<file path="src/rtl/dram_sched_pkg.sv">
// rtl/dram_sched_pkg.sv - shared command/state encodings and address constants for the DRAM command sequencer
package dram_sched_pkg;

  localparam int AP_BIT      = 10;
  localparam int DRAM_ADDR_W = 17;

  typedef enum logic [2:0] {
    CMD_NOP  = 3'd0,
    CMD_RD   = 3'd1,
    CMD_WR   = 3'd2,
    CMD_ACT  = 3'd3,
    CMD_PRE  = 3'd4,
    CMD_REF  = 3'd5,
    CMD_PREA = 3'd6
  } dram_cmd_e;

  typedef enum logic [3:0] {
    ST_IDLE,
    ST_PRE,
    ST_PRE_WAIT,
    ST_ACT,
    ST_ACT_WAIT,
    ST_RW,
    ST_CAS_WAIT,
    ST_REF_PREA,
    ST_REF_PWAIT,
    ST_REF,
    ST_REF_WAIT
  } seq_state_e;

endpackage

</file>
<file path="src/rtl/bank_row_table.sv">
// rtl/bank_row_table.sv - per-bank open/row registers with combinational hit/closed/miss lookup
module bank_row_table #(
  parameter int NUM_BANKS = 16,
  parameter int BANK_W    = 4,
  parameter int ROW_BITS  = 8
) (
  input  logic                clk,
  input  logic                rst_n,
  input  logic [BANK_W-1:0]   lookup_bank,
  input  logic [ROW_BITS-1:0] lookup_row,
  output logic                hit,
  output logic                closed,
  output logic                miss,
  output logic                any_open,
  input  logic                open_en,
  input  logic [BANK_W-1:0]   open_bank,
  input  logic [ROW_BITS-1:0] open_row,
  input  logic                close_en,
  input  logic [BANK_W-1:0]   close_bank,
  input  logic                clear_all
);

  logic [NUM_BANKS-1:0] open_q;
  logic [ROW_BITS-1:0]  row_q [NUM_BANKS];

  // Lookup of the requested bank against its recorded open row
  always_comb begin
    hit      = open_q[lookup_bank] && (row_q[lookup_bank] == lookup_row);
    closed   = !open_q[lookup_bank];
    miss     = open_q[lookup_bank] && (row_q[lookup_bank] != lookup_row);
    any_open = |open_q;
  end

  // Bank state updates; clear_all dominates, an open in the same cycle as a close wins
  always_ff @(posedge clk or negedge rst_n) begin
    if (!rst_n) begin
      open_q <= '0;
      for (int i = 0; i < NUM_BANKS; i++) row_q[i] <= '0;
    end else if (clear_all) begin
      open_q <= '0;
    end else begin
      if (close_en) open_q[close_bank] <= 1'b0;
      if (open_en) begin
        open_q[open_bank] <= 1'b1;
        row_q[open_bank]  <= open_row;
      end
    end
  end

endmodule

</file>
<file path="src/rtl/dram_cmd_sequencer.sv">
// rtl/dram_cmd_sequencer.sv - DDR4 PRE/ACT/RD/WR/REF sequencer, open-page policy; CLOSED_PAGE_EN selects auto-precharge
module dram_cmd_sequencer
  import dram_sched_pkg::*;
#(
  parameter int CAS_LATENCY        = 22,
  parameter int ACTIVATION_LATENCY = 8,
  parameter int PRECHARGE_LATENCY  = 5,
  parameter int REFRESH_LATENCY    = 20,
  parameter int BANK_GROUPS        = 4,
  parameter int BANKS_PER_GROUP    = 4,
  parameter int ROW_BITS           = 8,
  parameter int COL_BITS           = 4
) (
  input  logic                               clk_in,
  input  logic                               rst_N_in,
  input  logic                               req_valid_in,
  output logic                               req_ready_out,
  input  logic                               req_we_in,
  input  logic [$clog2(BANK_GROUPS)-1:0]     req_bg_in,
  input  logic [$clog2(BANKS_PER_GROUP)-1:0] req_ba_in,
  input  logic [ROW_BITS-1:0]                req_row_in,
  input  logic [COL_BITS-1:0]                req_col_in,
  input  logic                               refresh_req_in,
  output logic                               refresh_ack_out,
  output logic                               cmd_valid_out,
  output logic [2:0]                         cmd_out,
  output logic [$clog2(BANK_GROUPS)-1:0]     cmd_bg_out,
  output logic [$clog2(BANKS_PER_GROUP)-1:0] cmd_ba_out,
  output logic [DRAM_ADDR_W-1:0]             cmd_addr_out,
  output logic                               done_valid_out,
  output logic                               done_we_out,
  output logic                               busy_out
);

  localparam int BG_W      = $clog2(BANK_GROUPS);
  localparam int BA_W      = $clog2(BANKS_PER_GROUP);
  localparam int BANK_W    = BG_W + BA_W;
  localparam int NUM_BANKS = BANK_GROUPS * BANKS_PER_GROUP;
  localparam int MAX_AP    = (CAS_LATENCY > ACTIVATION_LATENCY) ? CAS_LATENCY : ACTIVATION_LATENCY;
  localparam int MAX_PR    = (PRECHARGE_LATENCY > REFRESH_LATENCY) ? PRECHARGE_LATENCY : REFRESH_LATENCY;
  localparam int MAX_LAT   = (MAX_AP > MAX_PR) ? MAX_AP : MAX_PR;
  localparam int CNT_W     = $clog2(MAX_LAT + 1);

  // Counters hold LATENCY-1 during the issue cycle, so each latency is assumed to be at least 2
  localparam logic [CNT_W-1:0] CAS_LOAD = CNT_W'(CAS_LATENCY - 1);
  localparam logic [CNT_W-1:0] ACT_LOAD = CNT_W'(ACTIVATION_LATENCY - 1);
  localparam logic [CNT_W-1:0] PRE_LOAD = CNT_W'(PRECHARGE_LATENCY - 1);
  localparam logic [CNT_W-1:0] REF_LOAD = CNT_W'(REFRESH_LATENCY - 1);

  localparam logic [DRAM_ADDR_W-1:0] PREA_ADDR = DRAM_ADDR_W'(1) << AP_BIT;

`ifdef CLOSED_PAGE_EN
  localparam logic CLOSED_PAGE = 1'b1;

  // Auto-precharge runs under the CAS wait, so the bank must be precharged before done lets a new ACT in
  if (PRECHARGE_LATENCY > CAS_LATENCY) begin : g_pre_lat_check
    $error("PRECHARGE_LATENCY must not exceed CAS_LATENCY with auto-precharge");
  end
`else
  localparam logic CLOSED_PAGE = 1'b0;
`endif

  seq_state_e          state;
  dram_cmd_e           cmd_q;
  logic [CNT_W-1:0]    cnt;
  logic                lat_we;
  logic [BG_W-1:0]     lat_bg;
  logic [BA_W-1:0]     lat_ba;
  logic [ROW_BITS-1:0] lat_row;
  logic [COL_BITS-1:0] lat_col;
  logic                hit, closed, miss, any_open;
  logic                tbl_open, tbl_close, tbl_clear;

  function automatic logic [DRAM_ADDR_W-1:0] rw_addr(input logic [COL_BITS-1:0] col);
    rw_addr         = DRAM_ADDR_W'(col);
    rw_addr[AP_BIT] = CLOSED_PAGE;
  endfunction

  assign cmd_out       = cmd_q;
  assign busy_out      = (state != ST_IDLE);
  assign req_ready_out = rst_N_in && (state == ST_IDLE) && !refresh_req_in;

  // Bank table follows the registered command stream; lookups only matter in IDLE, after the update lands
  always_comb begin
    tbl_open  = cmd_valid_out && (cmd_q == CMD_ACT);
    tbl_close = cmd_valid_out && ((cmd_q == CMD_PRE) ||
                (CLOSED_PAGE && ((cmd_q == CMD_RD) || (cmd_q == CMD_WR))));
    tbl_clear = cmd_valid_out && ((cmd_q == CMD_PREA) || (cmd_q == CMD_REF));
  end

  bank_row_table #(
    .NUM_BANKS (NUM_BANKS),
    .BANK_W    (BANK_W),
    .ROW_BITS  (ROW_BITS)
  ) u_bank_row_table (
    .clk         (clk_in),
    .rst_n       (rst_N_in),
    .lookup_bank ({req_bg_in, req_ba_in}),
    .lookup_row  (req_row_in),
    .hit         (hit),
    .closed      (closed),
    .miss        (miss),
    .any_open    (any_open),
    .open_en     (tbl_open),
    .open_bank   ({cmd_bg_out, cmd_ba_out}),
    .open_row    (lat_row),
    .close_en    (tbl_close),
    .close_bank  ({cmd_bg_out, cmd_ba_out}),
    .clear_all   (tbl_clear)
  );

  // Sequencer FSM: issue states pulse one registered command, wait states count down to the next issue
  always_ff @(posedge clk_in or negedge rst_N_in) begin
    if (!rst_N_in) begin
      state           <= ST_IDLE;
      cnt             <= '0;
      cmd_q           <= CMD_NOP;
      cmd_valid_out   <= 1'b0;
      cmd_bg_out      <= '0;
      cmd_ba_out      <= '0;
      cmd_addr_out    <= '0;
      done_valid_out  <= 1'b0;
      done_we_out     <= 1'b0;
      refresh_ack_out <= 1'b0;
      lat_we          <= 1'b0;
      lat_bg          <= '0;
      lat_ba          <= '0;
      lat_row         <= '0;
      lat_col         <= '0;
    end else begin
      cmd_valid_out   <= 1'b0;
      cmd_q           <= CMD_NOP;
      cmd_bg_out      <= '0;
      cmd_ba_out      <= '0;
      cmd_addr_out    <= '0;
      done_valid_out  <= 1'b0;
      refresh_ack_out <= 1'b0;
      if (cnt != '0) cnt <= cnt - 1'b1;

      case (state)
        ST_IDLE: begin
          if (refresh_req_in) begin
            cmd_valid_out <= 1'b1;
            if (any_open) begin
              state        <= ST_REF_PREA;
              cmd_q        <= CMD_PREA;
              cmd_addr_out <= PREA_ADDR;
              cnt          <= PRE_LOAD;
            end else begin
              state <= ST_REF;
              cmd_q <= CMD_REF;
              cnt   <= REF_LOAD;
            end
          end else if (req_valid_in) begin
            lat_we        <= req_we_in;
            lat_bg        <= req_bg_in;
            lat_ba        <= req_ba_in;
            lat_row       <= req_row_in;
            lat_col       <= req_col_in;
            cmd_valid_out <= 1'b1;
            cmd_bg_out    <= req_bg_in;
            cmd_ba_out    <= req_ba_in;
            case ({hit, closed, miss})
              3'b100: begin
                state        <= ST_RW;
                cmd_q        <= req_we_in ? CMD_WR : CMD_RD;
                cmd_addr_out <= rw_addr(req_col_in);
                cnt          <= CAS_LOAD;
              end
              3'b010: begin
                state        <= ST_ACT;
                cmd_q        <= CMD_ACT;
                cmd_addr_out <= DRAM_ADDR_W'(req_row_in);
                cnt          <= ACT_LOAD;
              end
              default: begin
                state <= ST_PRE;
                cmd_q <= CMD_PRE;
                cnt   <= PRE_LOAD;
              end
            endcase
          end
        end
        ST_PRE:       state <= ST_PRE_WAIT;
        ST_ACT:       state <= ST_ACT_WAIT;
        ST_RW:        state <= ST_CAS_WAIT;
        ST_REF_PREA:  state <= ST_REF_PWAIT;
        ST_REF:       state <= ST_REF_WAIT;
        ST_PRE_WAIT: begin
          if (cnt == '0) begin
            state         <= ST_ACT;
            cmd_valid_out <= 1'b1;
            cmd_q         <= CMD_ACT;
            cmd_bg_out    <= lat_bg;
            cmd_ba_out    <= lat_ba;
            cmd_addr_out  <= DRAM_ADDR_W'(lat_row);
            cnt           <= ACT_LOAD;
          end
        end
        ST_ACT_WAIT: begin
          if (cnt == '0) begin
            state         <= ST_RW;
            cmd_valid_out <= 1'b1;
            cmd_q         <= lat_we ? CMD_WR : CMD_RD;
            cmd_bg_out    <= lat_bg;
            cmd_ba_out    <= lat_ba;
            cmd_addr_out  <= rw_addr(lat_col);
            cnt           <= CAS_LOAD;
          end
        end
        ST_CAS_WAIT: begin
          if (cnt == '0) begin
            state          <= ST_IDLE;
            done_valid_out <= 1'b1;
            done_we_out    <= lat_we;
          end
        end
        ST_REF_PWAIT: begin
          if (cnt == '0) begin
            state         <= ST_REF;
            cmd_valid_out <= 1'b1;
            cmd_q         <= CMD_REF;
            cnt           <= REF_LOAD;
          end
        end
        ST_REF_WAIT: begin
          if (cnt == '0) begin
            state           <= ST_IDLE;
            refresh_ack_out <= 1'b1;
          end
        end
        default: state <= ST_IDLE;
      endcase
    end
  end

endmodule
</file>
<file path="config.mk">
export PLATFORM = sky130hd
export DESIGN_NAME = dram_cmd_sequencer
export DESIGN_NICKNAME = d
export VERILOG_FILES = /design/src/rtl/dram_sched_pkg.sv /design/src/rtl/bank_row_table.sv /design/src/rtl/dram_cmd_sequencer.sv
export SDC_FILE = /design/constraint.sdc
export NUM_CORES = 1
export LEC_CHECK = 0
export CAP_MARGIN = 10
export CORE_MARGIN = 3
export CORE_UTILIZATION = 35
export CTS_BUF_LIST = sky130_fd_sc_hd__clkbuf_4 sky130_fd_sc_hd__clkbuf_8
export DETAILED_ROUTE_END_ITERATION = 10
export PLACE_DENSITY_LB_ADDON = 0.3
export SLEW_MARGIN = 20
export SYNTH_ARGS = -nofsm -noshare
export SYNTH_HDL_FRONTEND = slang
export SYNTH_SLANG_ARGS = --single-unit
</file>
<file path="constraint.sdc">
create_clock -name clk_in -period 2.8 [get_ports clk_in]
set_clock_uncertainty 0.2 [all_clocks]
set_input_delay 0.56 -clock clk_in [delete_from_list [all_inputs] [get_ports clk_in]]
set_output_delay 0.56 -clock clk_in [all_outputs]
set_load 0.03 [all_outputs]
</file>
==> reports/qor.txt <==
====================================================================================
Clock slew seen by the registers of the worst setup and hold paths           0.10 ns
Number of buffers created by CTS                                                  17
Launch point of the worst reg-to-reg path                                     cnt[0]
Number of placement rows                                                          58
Delay of the slowest cell on the worst path                                  0.51 ns
Cell chosen for the clock root                                          sky130_fd_sc_hd__clkbuf_8
Std-Cell Core Area                                                       25300 sq um
Synth warnings                                                                     0
Startpoint of the most critical setup path                              req_bg_in[1]
Non-Filler Instances                                                            1155
TritonCTS clock tree                                                           built
Cell accounting for the most synthesized area                           sky130_fd_sc_hd__dfrtp_1
Longest Clk Path Bufs                                                              2
Die Width                                                                167 microns
Number of violations of the max-capacitance limit                                  0
TritonCTS sink count                                                             190
Global-route wire length before repair                                       36.5 mm
Area share of the leading cell type in the synthesized netlist                 52.6%
Violation count after the first detailed-route iteration                         546
Largest net degree at the start of global routing                                153
Overall routing resource usage                                                 16.9%
Setup repair after global routing missed its margin                               no
Critical setup path kind                                                      in2reg
Number of nets in the finished design                                            835
Initial antenna violation count                                                    0
Slew Limit Headroom                                                            42.9%
Cell family with the largest share of critical-path delay               buffers and inverters
Relative area change from synthesis to final layout                            20.3%
Fraction of layout cells with a size suffix above 1                            36.6%
Final estimated routing congestion in global placement                         0.855
Seq cells post-synth                                                             190
Count leader, synth                                                     sky130_fd_sc_hd__dfrtp_1
CTS H-tree lvls                                                                    4
Slew @ Worst Pin                                                            0.856 ns
Number of iterations in the first detailed-routing pass                            6
Critical Path Slowest Stage Cell                                        sky130_fd_sc_hd__clkdlybuf4s50_1
Total setup violations reported at the end of the flow                             0
Summed negative setup slack over all endpoints                                  0 ns
Crit start category                                                       input port
Outcome                                                                    completed
Flip-flop cell with the highest count after synthesis                   sky130_fd_sc_hd__dfrtp_1
Critical hold path startpoint                                              lat_bg[1]
Setup slack of the worst register-to-register path                           0.19 ns
Shortest period the worst path allows                                        2.71 ns
Count of final hold-check violations                                               0
WHS Endpoint                                                               lat_bg[1]
Synthesized area                                                          9040 sq um
Cells after synthesis                                                            712
Count of buffer and inverter cells on the critical path                            5
Required time reported for the critical path endpoint                        2.95 ns
Data arrival at the endpoint of the critical path                            2.86 ns
Floorplan die area                                                       27800 sq um
Number of nets with antenna violations after detailed routing                      0
Critical Path, Cell by Cell                                             clkdlybuf4s50_1 -> buf_12 -> buf_4 -> buf_4 -> mux2i_2 -> mux2i_1 -> xor2_1 -> a211oi_4 -> buf_6 -> a21bo_1 -> a211o_1
DP Cell Count                                                                   1115
Worst reg2reg endpoint                                                        cnt[0]
Final Cycle Share                                                              96.8%
Top cells by area in the synthesized netlist                            sky130_fd_sc_hd__dfrtp_1 53%, sky130_fd_sc_hd__mux2_2 17%, sky130_fd_sc_hd__mux4_2 8.5%
Chip height                                                              167 microns
Effective utilization at floorplan                                             35.8%
Proportion of synthesized flip-flops having asynchronous set or reset           100%
Clock insertion delay at the later pin of the skew report                    0.47 ns
Mean cell area of the mapped netlist                                      12.7 sq um
Static Leakage                                                               5.21 nW
Reg2reg path depth                                                                 8
Total I/O pin count                                                               51
Power density normalized to cell area                                    635 nW/um^2
Routed wire per std cell                                                20.3 microns
Peak fanout along the critical path                                               12
Antenna diode count                                                                0
Most prevalent standard cell on the critical path                       sky130_fd_sc_hd__buf_4
Post-Route WL                                                                23.4 mm
Count of distinct cell types in the synthesized netlist                           56
GRT Residual Overflow                                                              0
Worst Hold Class                                                             reg2reg
Type of element capturing the critical path                                flip-flop
EDFF count, synth                                                                  0
Final max-slew violation count                                                     0
Max Freq                                                                     369 MHz
Sequential-to-total area share from yosys stat                                 52.6%
Number of design rule violations left after detail routing                         0
Vias in the first global route                                                  6043
Total of buffers placed on input and output ports                                 42
Routed vias                                                                     6145
Via count normalized by instance count                                          5.32
Half-perimeter wire length after placement                                   15.7 mm
Cell count of the worst hold path                                                  2
Post-synth top cells                                                    190 x sky130_fd_sc_hd__dfrtp_1, 133 x sky130_fd_sc_hd__mux2_2, 92 x sky130_fd_sc_hd__nand2_1
Max rail drop VDD                                                         0.000455 V
====================================================================================
## layout by cell type, fill, tap and decap left out, types with 12 or more instances in the layout
master | synthesis | layout
sky130_fd_sc_hd__clkdlybuf4s50_1 | 0 | 36
sky130_fd_sc_hd__mux2i_1 | 24 | 23
sky130_fd_sc_hd__nand3_1 | 16 | 16
sky130_fd_sc_hd__nand2_1 | 92 | 92
sky130_fd_sc_hd__mux2_2 | 133 | 133
sky130_fd_sc_hd__dfrtp_1 | 190 | 190
sky130_fd_sc_hd__clkbuf_8 | 0 | 19
sky130_fd_sc_hd__nor3_1 | 15 | 12
sky130_fd_sc_hd__mux4_2 | 34 | 34
sky130_fd_sc_hd__nor2_1 | 35 | 34
sky130_fd_sc_hd__buf_4 | 10 | 64
sky130_fd_sc_hd__a31o_2 | 12 | 12
## stage by stage
stage	utilization (%)	setup WS (ns)	hold WS, ns	power (mW)	cell area, sq um
global route	43.1	0.00834	0.312	7.29	10900
floorplan	-	-0.00330	0.0644	4.27	9080
detailed placement	40.9	-0.609	0.263	4.89	10300
finish	43.1	0.0901	0.285	6.91	10900
global placement	40.9	-0.597	0.257	4.88	10300
CTS	43.1	0.101	0.287	6.94	10900
## worst max-delay path by stage
stage	end	slack, ns	cells past startpoint
detailed placement	cmd_addr_out[0]	-0.61	11
CTS	cnt[0]	0.10	8
global route	cnt[0]	0.008	11
floorplan	cnt[0]	-0.003	8
finish	cnt[0]	0.09	11
global placement	cnt[0]	-0.60	8
## area by class of cell
cell class / instances / area (sq um)
fillers: 2368 / 14400
flip-flops and latches: 190 / 4750
multi-input cells: 476 / 4080
repair buffers: 119 / 1160
well taps: 330 / 413
clock buffers: 20 / 263
clock inverters: 12 / 183
inverters: 8 / 30.0
## where the power goes
group | internal (mW) | switching, mW | total (mW)
logic | 0.648 | 0.829 | 1.48
clock network | 1.03 | 1.02 | 2.05
registers | 2.97 | 0.411 | 3.38
## cell families (layout without fill, tap and decap cells)
family	after synthesis	in the layout	synth area share (%)
compound gates	67	67	5.51
xor+xnor	11	11	1.07
fa+ha+maj	3	3	0.387
buf+inv	53	159	2.89
flops	190	190	52.6
mux	191	191	27.7
other cells	1	8	0.0415
simple gates	196	196	9.85
## state kept, by name, summed over array words and instances, names as in the netlist, 3 cells and up
name,count
lat_row,8
u_bank_row_table.row_q,128
state,4
u_bank_row_table.open_q,16
cmd_addr_out,9
cnt,5
lat_col,4
cmd_out,3
## timing repair
item,CTS,global route
gates cloned,1,0
resized for setup,6,2
hold buffers,1,0
pin swaps,3,0
hold endpoints to repair,38,0
buffers inserted,6,0
endpoints found under the setup margin,11,7
## metal layers
layer / track usage (%) / part of all wire, %
met5: 0 / 0
met2: 27.2 / 48
met1: 24.3 / 47
met3: 3.01 / 4.2
met4: 3.62 / 1.1
## worst register-to-register path, stage by stage (launching register included)
cell                      delay [ns]
sky130_fd_sc_hd__dfrtp_1        0.41
sky130_fd_sc_hd__inv_1          0.07
sky130_fd_sc_hd__ha_1           0.19
sky130_fd_sc_hd__or3b_2         0.50
sky130_fd_sc_hd__nor2_2         0.20
sky130_fd_sc_hd__inv_1          0.16
sky130_fd_sc_hd__ha_1           0.32
sky130_fd_sc_hd__o21a_1         0.17
sky130_fd_sc_hd__a211o_1        0.28
Power figures use the tool's default switching activity.
